--- src/rtl/branch_predictor_pkg.sv ---
// Shared types and constants for the branch predictor.
// Optional feature macro: BP_GSHARE_EN (global-history index hashing).
package branch_predictor_pkg;

  // 2-bit saturating counter states; the MSB is the taken/not-taken guess.
  typedef enum logic [1:0] {
    BP_SNT = 2'b00,
    BP_WNT = 2'b01,
    BP_WT  = 2'b10,
    BP_ST  = 2'b11
  } ctr_e;

  // Every table entry starts weakly not-taken.
  localparam ctr_e BP_CTR_RESET = BP_WNT;

  function automatic logic ctr_predicts_taken(input ctr_e c);
    return c[1];
  endfunction

endpackage

--- src/rtl/branch_predictor_if.sv ---
// Prediction and resolution signals between the pipeline and the predictor.
// Optional feature macro: BP_GSHARE_EN (does not change this interface).
interface branch_predictor_if #(
  parameter int IDX_W = 6,
  parameter int CNT_W = 16
);
  logic             pred_valid;
  logic             pred_stall;
  logic [31:0]      pred_pc;
  logic             pred_taken;
  logic [IDX_W-1:0] pred_idx;
  logic             upd_valid;
  logic [IDX_W-1:0] upd_idx;
  logic             upd_taken;
  logic             upd_pred_taken;
  logic             mispredict;
  logic [CNT_W-1:0] br_cnt;
  logic [CNT_W-1:0] miss_cnt;

  modport master (
    output pred_valid, pred_stall, pred_pc,
    output upd_valid, upd_idx, upd_taken, upd_pred_taken,
    input  pred_taken, pred_idx, mispredict, br_cnt, miss_cnt
  );

  modport slave (
    input  pred_valid, pred_stall, pred_pc,
    input  upd_valid, upd_idx, upd_taken, upd_pred_taken,
    output pred_taken, pred_idx, mispredict, br_cnt, miss_cnt
  );
endinterface

--- src/rtl/branch_predictor_sat_cnt2.sv ---
// Next-state logic for one 2-bit saturating branch counter.
// Optional feature macro: BP_GSHARE_EN (not used here).
module sat_cnt2
  import branch_predictor_pkg::*;
(
  input  ctr_e cur,
  input  logic taken,
  output ctr_e nxt
);

  // Step toward strong-taken on taken, toward strong-not-taken otherwise; stick at the ends.
  always_comb begin
    nxt = cur;
    unique case (cur)
      BP_SNT: nxt = taken ? BP_WNT : BP_SNT;
      BP_WNT: nxt = taken ? BP_WT  : BP_SNT;
      BP_WT:  nxt = taken ? BP_ST  : BP_WNT;
      BP_ST:  nxt = taken ? BP_ST  : BP_WT;
      default: nxt = cur;
    endcase
  end

endmodule

--- src/rtl/branch_predictor.sv ---
// Bimodal branch predictor: a register table of 2-bit counters indexed by the
// word-aligned PC, trained on resolution, with statistics counters.
// Optional feature macro: BP_GSHARE_EN hashes the index with a global history.
module branch_predictor
  import branch_predictor_pkg::*;
#(
  parameter int IDX_W = 6,
  parameter int CNT_W = 16
) (
  input  logic          clk,
  input  logic          resetn,
  branch_predictor_if.slave bp
);

  localparam int DEPTH = 1 << IDX_W;

  ctr_e             table_q [DEPTH];
  logic [IDX_W-1:0] idx_d;
  logic [IDX_W-1:0] pred_idx_q, pred_idx_d;
  logic             pred_taken_q, pred_taken_d;
  logic [CNT_W-1:0] br_cnt_q, br_cnt_d;
  logic [CNT_W-1:0] miss_cnt_q, miss_cnt_d;
  ctr_e             upd_cur, upd_nxt, pred_ctr;
  logic             mispredict;
  logic             unused_pc;

  assign unused_pc = ^{bp.pred_pc[31:IDX_W+2], bp.pred_pc[1:0]};

  assign upd_cur = table_q[bp.upd_idx];

  sat_cnt2 u_sat_cnt2 (
    .cur   (upd_cur),
    .taken (bp.upd_taken),
    .nxt   (upd_nxt)
  );

`ifdef BP_GSHARE_EN
  logic [IDX_W-1:0] ghr_q;

  assign idx_d = bp.pred_pc[IDX_W+1:2] ^ ghr_q;

  // Global history advances in resolution order, newest outcome at the LSB.
  always_ff @(posedge clk) begin
    if (!resetn) begin
      ghr_q <= '0;
    end else if (bp.upd_valid) begin
      ghr_q <= {ghr_q[IDX_W-2:0], bp.upd_taken};
    end
  end
`else
  assign idx_d = bp.pred_pc[IDX_W+1:2];
`endif

  assign mispredict = bp.upd_valid & (bp.upd_taken != bp.upd_pred_taken);

  // Prediction sees the counter as it will be after this cycle's update (write-first).
  always_comb begin
    pred_ctr = table_q[idx_d];
    if (bp.upd_valid && (bp.upd_idx == idx_d)) begin
      pred_ctr = upd_nxt;
    end
  end

  // Next prediction registers: hold under stall, otherwise guess only for real branches.
  always_comb begin
    pred_taken_d = pred_taken_q;
    pred_idx_d   = pred_idx_q;
    if (!bp.pred_stall) begin
      pred_idx_d   = idx_d;
      pred_taken_d = bp.pred_valid & ctr_predicts_taken(pred_ctr);
    end
  end

  // Statistics counters stop at all-ones instead of wrapping.
  always_comb begin
    br_cnt_d   = br_cnt_q;
    miss_cnt_d = miss_cnt_q;
    if (bp.upd_valid && (br_cnt_q != {CNT_W{1'b1}})) begin
      br_cnt_d = br_cnt_q + CNT_W'(1);
    end
    if (mispredict && (miss_cnt_q != {CNT_W{1'b1}})) begin
      miss_cnt_d = miss_cnt_q + CNT_W'(1);
    end
  end

  // Counter table lives in flops so one reset edge returns every entry to weak-NT.
  always_ff @(posedge clk) begin
    if (!resetn) begin
      for (int i = 0; i < DEPTH; i++) begin
        table_q[i] <= BP_CTR_RESET;
      end
    end else if (bp.upd_valid) begin
      table_q[bp.upd_idx] <= upd_nxt;
    end
  end

  // Prediction outputs and statistics registers.
  always_ff @(posedge clk) begin
    if (!resetn) begin
      pred_taken_q <= 1'b0;
      pred_idx_q   <= '0;
      br_cnt_q     <= '0;
      miss_cnt_q   <= '0;
    end else begin
      pred_taken_q <= pred_taken_d;
      pred_idx_q   <= pred_idx_d;
      br_cnt_q     <= br_cnt_d;
      miss_cnt_q   <= miss_cnt_d;
    end
  end

  assign bp.pred_taken = pred_taken_q;
  assign bp.pred_idx   = pred_idx_q;
  assign bp.mispredict = mispredict;
  assign bp.br_cnt     = br_cnt_q;
  assign bp.miss_cnt   = miss_cnt_q;

endmodule

--- src/flat_wrapper.sv ---
// flat-port wrapper written by rule: the top's interface ports become plain ports
module branch_predictor_flat import branch_predictor_pkg::*;
#(
  parameter int IDX_W = 6,
  parameter int CNT_W = 16
)
  (clk, resetn, bp_pred_valid, bp_pred_stall, bp_pred_pc, bp_upd_valid, bp_upd_idx, bp_upd_taken, bp_upd_pred_taken, bp_pred_taken, bp_pred_idx, bp_mispredict, bp_br_cnt, bp_miss_cnt);
  branch_predictor_if #(.IDX_W(IDX_W), .CNT_W(CNT_W)) bp_i ();
  input  logic clk;
  input  logic resetn;
  input wire logic [$bits(bp_i.pred_valid)-1:0] bp_pred_valid;
  input wire logic [$bits(bp_i.pred_stall)-1:0] bp_pred_stall;
  input wire logic [$bits(bp_i.pred_pc)-1:0] bp_pred_pc;
  input wire logic [$bits(bp_i.upd_valid)-1:0] bp_upd_valid;
  input wire logic [$bits(bp_i.upd_idx)-1:0] bp_upd_idx;
  input wire logic [$bits(bp_i.upd_taken)-1:0] bp_upd_taken;
  input wire logic [$bits(bp_i.upd_pred_taken)-1:0] bp_upd_pred_taken;
  output wire logic [$bits(bp_i.pred_taken)-1:0] bp_pred_taken;
  output wire logic [$bits(bp_i.pred_idx)-1:0] bp_pred_idx;
  output wire logic [$bits(bp_i.mispredict)-1:0] bp_mispredict;
  output wire logic [$bits(bp_i.br_cnt)-1:0] bp_br_cnt;
  output wire logic [$bits(bp_i.miss_cnt)-1:0] bp_miss_cnt;
  assign bp_i.pred_valid = bp_pred_valid;
  assign bp_i.pred_stall = bp_pred_stall;
  assign bp_i.pred_pc = bp_pred_pc;
  assign bp_i.upd_valid = bp_upd_valid;
  assign bp_i.upd_idx = bp_upd_idx;
  assign bp_i.upd_taken = bp_upd_taken;
  assign bp_i.upd_pred_taken = bp_upd_pred_taken;
  assign bp_pred_taken = bp_i.pred_taken;
  assign bp_pred_idx = bp_i.pred_idx;
  assign bp_mispredict = bp_i.mispredict;
  assign bp_br_cnt = bp_i.br_cnt;
  assign bp_miss_cnt = bp_i.miss_cnt;
  branch_predictor #(.IDX_W(IDX_W), .CNT_W(CNT_W)) u_core (.clk(clk), .resetn(resetn), .bp(bp_i));
endmodule
--- config.mk ---
export PLATFORM = sky130hd
export DESIGN_NAME = branch_predictor_flat
export DESIGN_NICKNAME = d
export VERILOG_FILES = /design/src/rtl/branch_predictor_pkg.sv /design/src/rtl/branch_predictor_if.sv /design/src/rtl/branch_predictor_sat_cnt2.sv /design/src/rtl/branch_predictor.sv /design/src/flat_wrapper.sv
export SDC_FILE = /design/constraint.sdc
export NUM_CORES = 1
export LEC_CHECK = 0
export ABC_AREA = 1
export BUFFER_PORTS_ARGS = -buffer_cell sky130_fd_sc_hd__buf_2
export CAP_MARGIN = 25
export CORE_ASPECT_RATIO = 0.7
export CORE_UTILIZATION = 55
export CTS_BUF_LIST = sky130_fd_sc_hd__clkbuf_8
export CTS_CLUSTER_SIZE = 28
export DETAILED_ROUTE_END_ITERATION = 10
export GPL_ROUTABILITY_DRIVEN = 0
export PLACE_DENSITY_LB_ADDON = 0.12
export REMOVE_ABC_BUFFERS = 1
export SLEW_MARGIN = 20
export SYNTH_ARGS = -nofsm -noshare
export SYNTH_HDL_FRONTEND = slang
export SYNTH_SLANG_ARGS = --single-unit
--- constraint.sdc ---
create_clock -name clk -period 1.7 [get_ports clk]
set_input_delay 0.085 -clock clk [delete_from_list [all_inputs] [get_ports clk]]
set_output_delay 0.085 -clock clk [all_outputs]
set_load 0.02 [all_outputs]
# ---- Word-level counts from Yosys, hierarchy flattened
# Memory sizes are Yosys's and may differ from the RTL's.
# Index checks and enable logic that the tools add are counted.
dict set report totals {
  n_memories 1
  regBits 39
  ram_bits 128
}
dict set report op_classes {
  muxes 13
  n_eq_ne 7
  add_sub_neg 2
  reduce_logical 5
  bitwise 2
}
# memory words width rd rd_ports_with_merged_regs write_ports line
set mem_list {}
lappend mem_list {u_core.table_q 64 2 2 0 64 branch_predictor.sv:17} ;# ctr_e table_q [DEPTH];
# cell count
set op_table {}
lappend op_table {{$add A16 B1 Y16 const B} 2}
lappend op_table {{$ne A16 B16 Y1 const B} 2}
lappend op_table {{$mux W2} 4}
lappend op_table {{$pmux W2 S4} 1}
lappend op_table {{$mux W1} 7}
lappend op_table {{$eq A6 B6 Y1} 1}
lappend op_table {{$mux W6} 1}
lappend op_table {{$eq A2 B2 Y1 const B} 2}
lappend op_table {{$logic_and A1 B1 Y1} 3}
lappend op_table {{$and A1 B1 Y1} 2}
lappend op_table {{$eq A2 B1 Y1 const B} 1}
lappend op_table {{$logic_not A2 Y1} 1}
lappend op_table {{$reduce_or A2 Y1} 1}
lappend op_table {{$ne A1 B1 Y1} 1}

# ---- Logic depth before layout (Yosys ltp)
dict set report logic_depth {
  ltp_word 5
  mapped_depth 19
}

# ---- Cells and area by module
# From an unflattened synthesis, not the netlist that was laid out.
dict set report hier_totals {
  cells_unflattened 1097
  hier_area_um2 8742.1
}
# mod instances cells_per_inst area_each_um2
set by_module_without_submodules {}
lappend by_module_without_submodules {branch_predictor 1 1092 8720.9}
lappend by_module_without_submodules {sat_cnt2 1 5 21.3}

# ---- Worst setup path after synthesis
# No wires, ideal clock.
dict set report synth_timing {
  path_kind {register to register}
  from {reg u_core.miss_cnt_q[12] (netlist: u_core.bp.miss_cnt[12])}
  to {reg u_core.miss_cnt_q[4] (netlist: u_core.bp.miss_cnt[4])}
  setup_time_ns 0.132
  arrival_ns 1.788
  n_path_buf 0
  path_slack_ns -0.220
  synth_period_minus_slack_ns 1.920
  required_ns 1.568
  stages_incl_launch_ff 10
  cell_sequence {dfxtp_1 -> nand2_1 -> nor2_1 -> nand2_1 -> o31ai_2 -> inv_1 -> nand3_1 -> nor2_1 -> o21ai_0 -> a21oi_1}
}
dict set report synth_between {
  elab_chain_cells 2
}
# item line
set synth_rtl {}
lappend synth_rtl {{start, declared} branch_predictor.sv:22} ;# logic [CNT_W-1:0] miss_cnt_q, miss_cnt_d;
lappend synth_rtl {{start signal, assigned} branch_predictor.sv:108} ;# miss_cnt_q <= miss_cnt_d;
lappend synth_rtl {{$ne A16 B16 Y1} branch_predictor.sv:81} ;# if (mispredict && (miss_cnt_q != {CNT_W{1'b1}})) begin
lappend synth_rtl {{$logic_and A1 B1 Y1} branch_predictor.sv:81}
# Every way passes these cells.
# A chain may end at the register's enable or synchronous reset.

==> impl_metrics.yaml <==
cells_and_area:
  regArea_um2: 4650
  nFillCells: 1311
  multi_input_area_um2: 4200
  area_delta_synth_final_pct: 28.0
  drive_above_1_share: 0.246
  fin_cells: 1756
  diodes: 0
  final_cell_mix: "nand2_1 (410), inv_1 (225), nor2_1 (168)"
  layout_commonest_cell: "nand2_1"
  nets: 1565
logic_synthesis:
  synth_top_cell_area_share: 0.401
  synth_area_um2: 9580
  synth_area_leaders: "edfxtp_1 (40%), nand2_1 (18%), inv_1 (9.1%)"
  synth_cell_types: 35
  yosysWarnings: 0
  postSynthCellCount: 1346
  synth_top_area_cell: "edfxtp_1"
  yosysSeqAreaShare: 0.483
  ys_seq_elements: 167
  syn_avg_cell_area_um2: 7.11
cts:
  htree_levels: 4
  clock-sinks: 167
  cts_tree: "done"
  numCtsBuffers: 17
  cts_root_buf: "clkbuf_8"
  clk_pin_slew_ns: 0.09
  clk_path_buf_depth: 2
  clk_latency_ns: 0.49
place:
  preCtsSetupSlack_ns: -0.562
  place_hpwl_mm: 19.4
  dp.cells: 1699
  portBuffers: 58
routing:
  first_iter_violations: 1116
  first_pass_iters: 6
  viasPerCell: 5.32
  ant_nets: 0
  vias: 9343
  wirelength_mm: 29.3
  drc: 0
  wl_per_cell_um: 16.7
worst_setup_path:
  crit_required_ns: 2.05
  startpoint_type: "flop"
  arrival_ns: 2.51
  endpoint_kind: "flop"
  crit_type: "reg -> reg"
  cp_max_fo: 7
global_route:
  antenna_found_initial: 0
  grt-ovfl-total: 0
  grt_max_degree: 91
  grt_pass1_vias: 8306
  grt_util_all_layers: 0.320
  grt_pass1_wl_mm: 43.5
pwr:
  power_frac_seq: 0.485
  total_leakage_power_nw: 5.61
  clkPwrFrac: 0.310
  p_comb_frac: 0.204
  power_density_nw_per_um2: 760
  ir_drop_uv: 719
  p_switching_mw: 2.82
  power_mw: 9.32
  sw_frac_of_total: 0.303
  intPower_mw: 6.50
run:
  maxCapViolations: 0
floorplan:
  rows: 39
  start_util: 0.574
  core_area_um2: 16700
  die_w_um: 160
  die_area_um2: 18000
  top_level_ports: 85
  fp.dieH_um: 112
status:
  failed_checks: "setup timing"
  status: "finished with violations"
sta:
  relSlewSlack: 0.605
  max_freq_mhz: 463
  finalMaxSlewViolations: 0
  worst_slew_pin_slew_ns: 0.591
  rsz0062_at_grt: "yes"
  skew_ns: 0.0185
  hold_viol_final: 0
  hold_slack_ns: 0.0393
  period_share: 1.27
  finalSetupViolations: 129
  finalCriticalPeriod_ns: 2.16
  fin_ws_ns: -0.461
min_path:
  min_path_type: "in -> reg"
-- kinds of logic after synthesis --
group                    Yosys count  share of synthesized area
buffers and inverters            296                      0.126
XOR/XNOR                           6                    0.00549
adder cells (fa/ha/maj)            3                    0.00379
AO/OA/AOI/OAI                     75                     0.0431
flip-flops                       167                      0.483
AND/OR/NAND/NOR                  799                      0.339
-- through the flow --
step | area [um^2] | TNS [ns] | utilization
final | 12300 | -50.43 | 0.735
after global routing | 12300 | -63.18 | 0.735
after CTS | 11600 | -34.47 | 0.696
after detailed placement | 11000 | -68.14 | 0.659
after global placement | 11000 | -66.82 | 0.659
after floorplan | 9260 | -99.63 | -
-- power groups by stage --
stage | clock (mW) | combinational, mW | sequential, mW
2_1_floorplan | 0 | 0.607 | 4.62
6_report | 2.89 | 1.91 | 4.52
4_1_cts | 2.89 | 1.58 | 4.52
3_3_place_gp | 0 | 1.36 | 4.60
3_5_place_dp | 0 | 1.38 | 4.61
5_1_grt | 3.08 | 2.01 | 4.53
-- synth_stat cells, drive strengths merged --
cell	count
o21ai	35
and3	1
xnor2	4
o211ai	4
clkinv	2
nor2	177
xor2	2
a21oi	28
nand4	10
o21a	3
a211oi	1
buf	33
nand2	465
a31oi	1
o211a	1
edfxtp	128
o2111ai	1
maj3	1
o31ai	1
clkbuf	25
inv	236
nor4	4
nand3	110
nor3	15
ha	2
or2	12
dfxtp	39
nor3b	5
-- layout make-up --
type / instances / share of cell area
inverters: 238 / 0.0729
repair buffers: 211 / 0.151
well taps: 225 / 0.0230
clock inverters: 14 / 0.0112
multi-input cells: 883 / 0.342
flip-flops and latches: 167 / 0.379
clock buffers: 18 / 0.0202
-- flip-flops by register name, summed over array words and instances (netlist names) --
signal / cells
u_core.table_q: 128
u_core.bp.br_cnt: 16
u_core.bp.pred_taken: 1
u_core.bp.miss_cnt: 16
u_core.bp.pred_idx: 6
-- worst paths after layout --
kind / startpoint / to / slack, ns / depth (start not counted)
worst max-delay path: u_core.table_q[50][0]$_SDFFCE_PN1P_ / u_core.table_q[50][0]$_SDFFCE_PN1P_ / -0.46 / 11
worst min-delay path: bp_pred_valid / u_core.bp.pred_taken$_SDFFE_PN0N_ / 0.04 / 5
worst max register to register: u_core.table_q[50][0]$_SDFFCE_PN1P_ / u_core.table_q[50][0]$_SDFFCE_PN1P_ / -0.46 / 11
worst min register to register: u_core.bp.br_cnt[7]$_SDFFE_PN0P_ / u_core.bp.br_cnt[7]$_SDFFE_PN0P_ / 0.48 / 1
-- layer usage --
metal	vias up	track usage	wire, um
li1	4523	-	-
met1	4292	0.459	12500
met2	452	0.489	13000
met3	76	0.0673	2890
met4	0	0.0962	905
met5	-	0	0
-- critical path, cell delays in order (launching register included) --
cell	delay (ns)
edfxtp_1	0.37
or2_4	0.24
nand3_2	0.06
nand2_2	0.05
o21ai_2	0.16
nand2_1	0.10
nor2_2	0.16
nand2_1	0.12
maj3_2	0.37
buf_8	0.17
clkbuf_16	0.17
nand2_2	0.06
-- timing repair --
item                                   CTS  global route
gates resized for setup                 25           138
endpoints found under the hold margin    2             0
cloned                                   3             6
buffers inserted                         4            12
setup endpoints to repair              132           157
hold buffers                             2             0
pin swaps                                0            19
No activity file was read; power rests on OpenSTA's default activity.
